File: config.mk
export PLATFORM = sky130hd
export DESIGN_NAME = bullet_dispatcher
export DESIGN_NICKNAME = d
export VERILOG_FILES = /design/src/rtl/game_pkg.sv /design/src/rtl/vs_edge_sync.sv /design/src/rtl/bullet_dispatcher.sv
export SDC_FILE = /design/constraint.sdc
export NUM_CORES = 1
export LEC_CHECK = 0
export CAP_MARGIN = 15
export CORE_AREA = 2 2 91 76
export CTS_BUF_LIST = sky130_fd_sc_hd__clkbuf_2 sky130_fd_sc_hd__clkbuf_4 sky130_fd_sc_hd__clkbuf_8
export DETAILED_ROUTE_END_ITERATION = 8
export DIE_AREA = 0 0 93 78
export PLACE_DENSITY_LB_ADDON = 0.1
export SKIP_CTS_REPAIR_TIMING = 1
export SYNTH_ARGS = -nofsm -noshare
export SYNTH_HDL_FRONTEND = slang
export SYNTH_SLANG_ARGS = --single-unit
File: constraint.sdc
create_clock -name Clk -period 2.4 [get_ports Clk]
set_input_delay 0.24 -clock Clk [delete_from_list [all_inputs] [get_ports Clk]]
set_output_delay 0.24 -clock Clk [all_outputs]
set_load 0.02 [all_outputs]
File: src/rtl/game_pkg.sv
// Shared screen geometry, dispatcher state encoding and slot-priority helper
// for the bullet subsystem.
package game_pkg;

  localparam int SCREEN_W = 640;
  localparam int SCREEN_H = 480;
  localparam int BULLET_W = 4;

  typedef enum logic {
    READY    = 1'b0,
    COOLDOWN = 1'b1
  } dispatch_state_t;

  // Index of the lowest clear bit; callers pad unused slots with ones and
  // check for "no free slot" separately.
  function automatic logic [2:0] lowest_free_idx(input logic [7:0] busy);
    logic [2:0] idx;
    logic       hit;
    idx = 3'd0;
    hit = 1'b0;
    for (int i = 0; i < 8; i++) begin
      if (!busy[i] && !hit) begin
        idx = 3'(i);
        hit = 1'b1;
      end
    end
    return idx;
  endfunction

endpackage

File: src/rtl/vs_edge_sync.sv
// Brings the asynchronous VGA vertical sync into the clock domain and emits
// a single-cycle pulse on each rising edge, three clocks after the VS rise.
module vs_edge_sync (
  input  logic clk,
  input  logic rst,
  input  logic vs,
  output logic tick
);

  logic sync_p0;
  logic sync_p1;
  logic prev_p2;

  always_ff @(posedge clk or posedge rst) begin
    if (rst) begin
      sync_p0 <= 1'b0;
      sync_p1 <= 1'b0;
      prev_p2 <= 1'b0;
      tick    <= 1'b0;
    end else begin
      sync_p0 <= vs;
      sync_p1 <= sync_p0;
      prev_p2 <= sync_p1;
      // Registered so the pulse leaves the block glitch-free.
      tick    <= sync_p1 & ~prev_p2;
    end
  end

endmodule

File: src/rtl/bullet_dispatcher.sv
// Turns the fire key into per-frame, cooldown-limited one-hot launch pulses,
// tracks in-flight bullet slots and computes the clamped muzzle position.
module bullet_dispatcher #(
  parameter int NUM_BULLETS     = 6,
  parameter int COOLDOWN_FRAMES = 8,
  parameter int BULLET_W        = game_pkg::BULLET_W,
  parameter int SCREEN_W        = game_pkg::SCREEN_W,
  parameter int SCREEN_H        = game_pkg::SCREEN_H
) (
  input  logic                   Clk,
  input  logic                   Reset,
  input  logic                   VS,
  input  logic                   fire_key,
  input  logic                   shootingEnable,
  input  logic                   direction,
  input  logic [9:0]             PlayerX,
  input  logic [9:0]             PlayerY,
  input  logic [9:0]             PlayerWidth,
  input  logic [9:0]             PlayerHeight,
  input  logic [NUM_BULLETS-1:0] bullet_done,
  output logic [NUM_BULLETS-1:0] fire,
  output logic [9:0]             spawnX,
  output logic [9:0]             spawnY,
  output logic                   spawnDir,
  output logic [NUM_BULLETS-1:0] slot_busy,
  output logic                   frame_tick
);

  import game_pkg::*;

  localparam logic [10:0] X_MAX    = 11'(SCREEN_W - 1);
  localparam logic [10:0] Y_MAX    = 11'(SCREEN_H - 1);
  localparam logic [10:0] X_OFFSET = 11'(BULLET_W);
  localparam logic [7:0]  CD_LOAD  = 8'(COOLDOWN_FRAMES - 1);

  function automatic logic [9:0] sat_upper(input logic [10:0] v,
                                           input logic [10:0] lim);
    logic [10:0] r;
    r = (v > lim) ? lim : v;
    return r[9:0];
  endfunction

  function automatic logic [9:0] sat_sub_zero(input logic [10:0] a,
                                              input logic [10:0] b);
    logic [10:0] d;
    d = (a < b) ? 11'd0 : (a - b);
    return d[9:0];
  endfunction

  dispatch_state_t state;
  dispatch_state_t state_next;
  logic [7:0]      cd_cnt;
  logic            key_hist;

  logic            press_p0;
  logic            launch_p0;
  logic            has_free_p0;
  logic [7:0]      busy_pad_p0;
  logic [2:0]      free_idx_p0;
  logic [NUM_BULLETS-1:0] free_p0;
  logic [9:0]      spawn_x_p0;
  logic [9:0]      spawn_y_p0;

  vs_edge_sync u_vs_edge_sync (
    .clk  (Clk),
    .rst  (Reset),
    .vs   (VS),
    .tick (frame_tick)
  );

  // Stage p0: frame-qualified key edge, slot pick and spawn arithmetic
  assign press_p0 = frame_tick & fire_key & ~key_hist;

  always_comb begin
    busy_pad_p0 = '1;
    busy_pad_p0[NUM_BULLETS-1:0] = slot_busy;
  end

  assign free_idx_p0 = lowest_free_idx(busy_pad_p0);
  assign has_free_p0 = ~&busy_pad_p0;

  always_comb begin
    free_p0 = '0;
    for (int i = 0; i < NUM_BULLETS; i++) begin
      free_p0[i] = (free_idx_p0 == 3'(i));
    end
  end

  always_comb begin
    spawn_x_p0 = sat_sub_zero({1'b0, PlayerX}, X_OFFSET);
    if (direction) begin
      spawn_x_p0 = sat_upper({1'b0, PlayerX} + {1'b0, PlayerWidth}, X_MAX);
    end
    spawn_y_p0 = sat_upper({1'b0, PlayerY} + (11'(PlayerHeight) >> 2), Y_MAX);
  end

  always_ff @(posedge Clk or posedge Reset) begin
    if (Reset) begin
      key_hist <= 1'b0;
    end else if (frame_tick) begin
      key_hist <= fire_key;
    end
  end

  always_ff @(posedge Clk or posedge Reset) begin
    if (Reset) begin
      state <= READY;
    end else begin
      state <= state_next;
    end
  end

  always_comb begin
    state_next = state;
    case (state)
      READY: begin
        if (launch_p0) begin
          state_next = COOLDOWN;
        end
      end
      COOLDOWN: begin
        // Leaving on the tick that exhausts the count lets the very next
        // frame launch, giving COOLDOWN_FRAMES frames between launches.
        if (frame_tick && (cd_cnt <= 8'd1)) begin
          state_next = READY;
        end
      end
      default: state_next = READY;
    endcase
  end

  always_comb begin
    launch_p0 = 1'b0;
    if (state == READY) begin
      launch_p0 = press_p0 & shootingEnable & has_free_p0;
    end
  end

  always_ff @(posedge Clk or posedge Reset) begin
    if (Reset) begin
      cd_cnt <= 8'd0;
    end else if (launch_p0) begin
      cd_cnt <= CD_LOAD;
    end else if ((state == COOLDOWN) && frame_tick && (cd_cnt != 8'd0)) begin
      cd_cnt <= cd_cnt - 8'd1;
    end
  end

  // Stage p1: launch pulse, slot occupancy and held spawn bus
  always_ff @(posedge Clk or posedge Reset) begin
    if (Reset) begin
      fire      <= '0;
      slot_busy <= '0;
      spawnX    <= 10'd0;
      spawnY    <= 10'd0;
      spawnDir  <= 1'b0;
    end else begin
      fire      <= launch_p0 ? free_p0 : '0;
      slot_busy <= (slot_busy & ~bullet_done) | (launch_p0 ? free_p0 : '0);
      if (launch_p0) begin
        spawnX   <= spawn_x_p0;
        spawnY   <= spawn_y_p0;
        spawnDir <= direction;
      end
    end
  end

endmodule

### Word-level counts from Yosys, hierarchy flattened

Cells that the tools add are included.

| storage, ports and cells | value |
|---|---|
| word-level logic and storage cells | 79 |
| register bits after elaboration | 47 |
| latch bits | 0 |
| output and inout bits | 34 |
| bits in read-only memories | 0 |
| input bits | 52 |
| memories | 0 |
| memory bits (writable) | 0 |

| cells by class | value |
|---|---|
| eq/ne operators | 5 |
| muxes and demuxes | 21 |
| divide/modulo/power cells | 0 |
| $lt $le $gt $ge | 4 |
| bitwise logic cells | 11 |
| shifts and indexed selects | 0 |
| reductions and logical operators | 22 |
| $add $sub $neg | 4 |
| multipliers | 0 |

Operator list:

| operator | number |
|---|---|
| $mux W10 | 4 |
| $mux W8 | 2 |
| $add A10 B10 Y11 | 1 |
| $add A10 B8 Y11 | 1 |
| $gt A11 B10 Y1 const B | 1 |
| $gt A11 B9 Y1 const B | 1 |
| $logic_not A1 Y1 | 10 |
| $lt A10 B3 Y1 const B | 1 |
| $sub A10 B3 Y10 const B | 1 |
| $mux W1 | 9 |
| $le A8 B1 Y1 const B | 1 |
| $logic_and A1 B1 Y1 | 8 |
| $reduce_bool A8 Y1 | 1 |
| $sub A8 B1 Y8 const B | 1 |
| $and A6 B6 Y6 | 1 |
| $eq A3 B2 Y1 const B | 2 |
| $eq A3 B3 Y1 const B | 2 |
| $mux W3 | 2 |
| $mux W6 | 1 |
| $not A6 Y6 | 1 |
| $or A6 B6 Y6 | 1 |
| $reduce_and A6 Y1 | 1 |
| $and A1 B1 Y1 | 5 |
| $mux W2 | 2 |
| other kinds (5) | 7 |

### Logic depth before layout (Yosys ltp)

| depth | value |
|---|---|
| depth after elaboration | 18 |
| depth in mapped cells | 9 |
| depth with buffers taken out | 9 |

### Hierarchy

A second synthesis with hierarchy kept.

| second synthesis, totals | value |
|---|---|
| cell total of the unflattened synthesis | 328 |
| area, all modules | 3,020.4 um^2 |

By module, submodules not included:

| module | area an instance (um^2) | instances | cells each |
|---|---|---|---|
| bullet_dispatcher | 2,902.8 | 1 | 322 |
| vs_edge_sync | 117.6 | 1 | 6 |

### Worst setup path before layout

OpenSTA, ideal clock, no wires.

| timing path | value |
|---|---|
| path kind | input -> register |
| from | input PlayerX[0] |
| to | register spawnX[4] |
| stages on the path | 9 |
| library setup time | 146 ps |
| arrival time | 2,033 ps |
| data required time | 2,254 ps |
| slack | 221 ps |
| path through | ha_1 -> inv_1 -> fa_1 -> nand2b_1 -> a211oi_2 -> nor2_1 -> nand4bb_1 -> a211oi_4 -> a221oi_1 |

| between the ends | value |
|---|---|
| word-level cells in the longest chain between the ends | 4 |
| elaborated cells on any way between the ends | 7 |

Ends and longest elaborated chain:

| what | RTL line | RTL |
|---|---|---|
| start: declaration | bullet_dispatcher.sv:16 | `input logic [9:0] PlayerX,` |
| $add A10 B10 Y11 | bullet_dispatcher.sv:92 | `spawn_x_p0 = sat_upper({1'b0, PlayerX} + {1'b0, PlayerWidth}, X_MAX);` |
| $gt A11 B10 Y1 | bullet_dispatcher.sv:39 | `r = (v > lim) ? lim : v;` |
| $mux W10 | bullet_dispatcher.sv:39 |  |
| $mux W10 * | bullet_dispatcher.sv:91 | `if (direction) begin` |
| end signal: assignment | bullet_dispatcher.sv:161 | `spawnX <= spawn_x_p0;` |
| end: declaration | bullet_dispatcher.sv:22 | `output logic [9:0] spawnX,` |

Mark *: on every way between the ends. The rest lies on a longest branch, timed or not.
A chain may end at the register's enable or synchronous reset.

### Final worst setup path

| timing path | value |
|---|---|
| from | input PlayerX[2] |
| to | register spawnX[1] |

Same word-level chain as after synthesis.

==> run_results.csv <==
group,metric,value,unit
worst_setup_path,crit_chain,"clkdlybuf4s50_1, ha_1, o211ai_1, o211a_1, o221ai_1, nand4bb_4, a211oi_4, buf_6, a31oi_1",
layout,drive_above_1_share,0.196,
worst_setup_path,ff2ff_setup_slack,360,ps
grt,grt_max_degree,18,
power_and_ir_drop,ir_worst_vdd,344,uV
die,io_pins,86,
timing,setup_viol,0,
clocking,cts_num_sinks,47,
yosys,avgSynthCellArea,9.45,um2
clocking,clock_latency,290,ps
timing,finalClockSkew,3.26,ps
grt,grt_usage,0.218,
yosys,synth-async-reset-ratio,1.00,
layout,finalInstanceArea,0.00458,mm2
grt,met1_usage,0.295,
clocking,cts_made_buffers,5,
yosys,netlist_instances,326,
timing,maxSlewHeadroom,0.538,
layout,area_growth,48.8,%
yosys,syn-cell-area,0.00308,mm2
worst_setup_path,path_max_fanout,7,
layout,nets,535,
die,fp.dieH,78,um
grt,grt_pass1_wl,12800,um
clocking,cts_tree,"built",
timing,period_needed,2340,ps
die,coreArea,0.00625,mm2
run_status,status,"complete, no violations",
yosys,yosys.cell_count.top_type,"dfrtp_1",
routing,wl,7930,um
hold_path,hp-class,"in2async",
yosys,synth.area.top_cells,"dfrtp_1 38%, ha_1 8.9%, a21oi_1 5.0%, nor2_1 4.8%, xor2_1 3.4%",
yosys,ys.warnings.count,0,
routing,firstDrtPassIters,4,
placement,placedCellCount,531,
grt,grt_use_met3,0.0515,
yosys,synth_cell_types,57,
routing,ant_nets,0,
yosys,yosysTopAreaCellShare,0.382,
yosys,ys_ff_latch,47,
grt,globalRouteMet2Util,0.366,
yosys,synth_edf_count,0,
worst_setup_path,cp.required,2580,ps
die,die-width,93,um
clocking,htreeDepth,2,
placement,placed_area,0.00433,mm2
yosys,ys_seq_area_frac,0.382,
grt,grt_antenna_before_repair,0,
grt,gr-total-overflow,0,
routing,vias,2932,
placement,gp_routability_congestion,0.819,
timing,tightestPinTransition,689,ps
worst_setup_path,end_kind,"flop",
clocking,cts.path.max_buffers,2,
placement,place_hpwl,6200,um
run,drv_cap,0,
layout,final_cells,543,
timing,hold_ws,236,ps
die,rows,26,
power_and_ir_drop,power,2150,uW
worst_setup_path,cpMaxStageDelayCell,"clkdlybuf4s50_1",
yosys,synthFlopType,"dfrtp_1",
power_and_ir_drop,p_leak,0.00205,uW
yosys,synth_common_cells,"47 x dfrtp_1, 39 x nor2_1, 31 x a21oi_1",
yosys,synth_area_leader_cell,"dfrtp_1",
worst_setup_path,critPathArrivalTime,2520,ps
grt,grt_pass1_vias,2860,
grt,busiest_layer,"met2",
timing,max_freq,0.427,GHz
layout,n_antenna_cell,0,
clocking,cts_root_buf,"clkbuf_8",
clocking,clk_transition_reported_paths,80,ps
timing,fin_tns_setup,0,ps
worst_setup_path,start_kind,"primary input",
routing,drc,0,
die,dieArea,0.00725,mm2
die,start_util,0.493,
yosys,syn_nets,402,
timing,report.final.slew_viol_count,0,
power_and_ir_drop,p_per_area,470,mW/mm2
worst_setup_path,worstSetupPathType,"in2reg",
routing,wl_per_cell,14.6,um
timing,hold_viol,0,
routing,viasPerCell,5.40,
worst_setup_path,critPathMaxStageDelay,500,ps
placement,portBuffers,83,
timing,fin_crit_sh,0.976,
routing,drt_iter0_drc,174,
-- logic make-up (layout without fill, tap and decap cells) --
group / after synthesis / in the layout / share of synthesized area
adder cells (fa/ha/maj): 24 / 24 / 0.102
buffers and inverters: 27 / 160 / 0.0345
multiplexers: 4 / 4 / 0.0130
AO/OA/AOI/OAI: 96 / 96 / 0.223
flip-flops: 47 / 47 / 0.382
XOR/XNOR: 23 / 23 / 0.0654
AND/OR/NAND/NOR: 105 / 105 / 0.179
-- worst paths after layout --
| kind | startpoint | endpoint | cells past startpoint |
|---|---|---|---|
| min | Reset | spawnY[0] | 2 |
| max | PlayerX[2] | spawnX[1] | 9 |
| max reg2reg | u_vs_edge_sync.tick | spawnY[4] | 6 |
| max in group asynchronous | Reset | spawnY[8] | 3 |
| min in group Clk | u_vs_edge_sync.sync_p0 | u_vs_edge_sync.sync_p1 | 0 |
| min reg2reg | u_vs_edge_sync.sync_p0 | u_vs_edge_sync.sync_p1 | 0 |
-- layout by cell type (no fill, tap or decap), types with 5 or more instances in the layout --
master | Yosys | layout
nor2_1 | 39 | 38
a21o_1 | 7 | 7
clkdlybuf4s50_1 | 0 | 80
nand3_1 | 5 | 5
inv_1 | 18 | 16
o211ai_1 | 5 | 5
xor2_1 | 12 | 12
a21oi_2 | 1 | 5
o21a_1 | 6 | 6
o32a_1 | 5 | 5
buf_4 | 0 | 51
o21ai_0 | 10 | 9
a21oi_1 | 31 | 27
clkbuf_8 | 0 | 5
dfrtp_1 | 47 | 47
nand2_1 | 20 | 20
or3_1 | 5 | 5
ha_1 | 22 | 21
xnor2_1 | 11 | 10
-- layer usage --
layer  up-vias  part of all wire  routed length [um]
met5         -                 0                   0
met4         0            0.0037                  29
met3         4             0.046                 368
met2        82              0.50                3940
met1      1398              0.45                3590
li1       1448                 -                   -
-- where the power goes --
part           internal, uW  total [uW]  switching (uW)  leakage [uW]
clock network           304         562             257     0.0000502
logic                   365         703             338       0.00139
registers               843         890            46.9      0.000615
total                  1510        2150             642       0.00205
-- metrics by stage --
step | utilization | setup WS (ps)
2_1_floorplan | - | 221
3_3_place_gp | 0.693 | -380
3_5_place_dp | 0.693 | -470
4_1_cts | 0.710 | -167
5_1_grt | 0.733 | -13.9
6_report | 0.733 | 58.1
-- state kept, by name, summed over array words and instances, names as in the netlist --
register / flops
spawnX: 10
spawnY: 10
cd_cnt: 8
fire: 6
slot_busy: 6
key_hist: 1
spawnDir: 1
state: 1
u_vs_edge_sync.prev_p2: 1
u_vs_edge_sync.sync_p0: 1
u_vs_edge_sync.sync_p1: 1
u_vs_edge_sync.tick: 1
-- critical path, delay by kind of cell --
kind,cells,cell delay (ps)
compound gates,5,1170
fa+ha+maj,1,270
buf+inv,2,660
simple gates,1,160
-- layout make-up --
cell class              count  area [um2]
clock buffers               5        68.8
clock inverters             2        37.5
fillers                   479        1670
inverters                  18        67.6
multi-input cells         252        1890
flip-flops and latches     47        1180
well taps                  84         105
repair buffers            135        1230
Note: power is estimated with default switching activity, not from simulation.
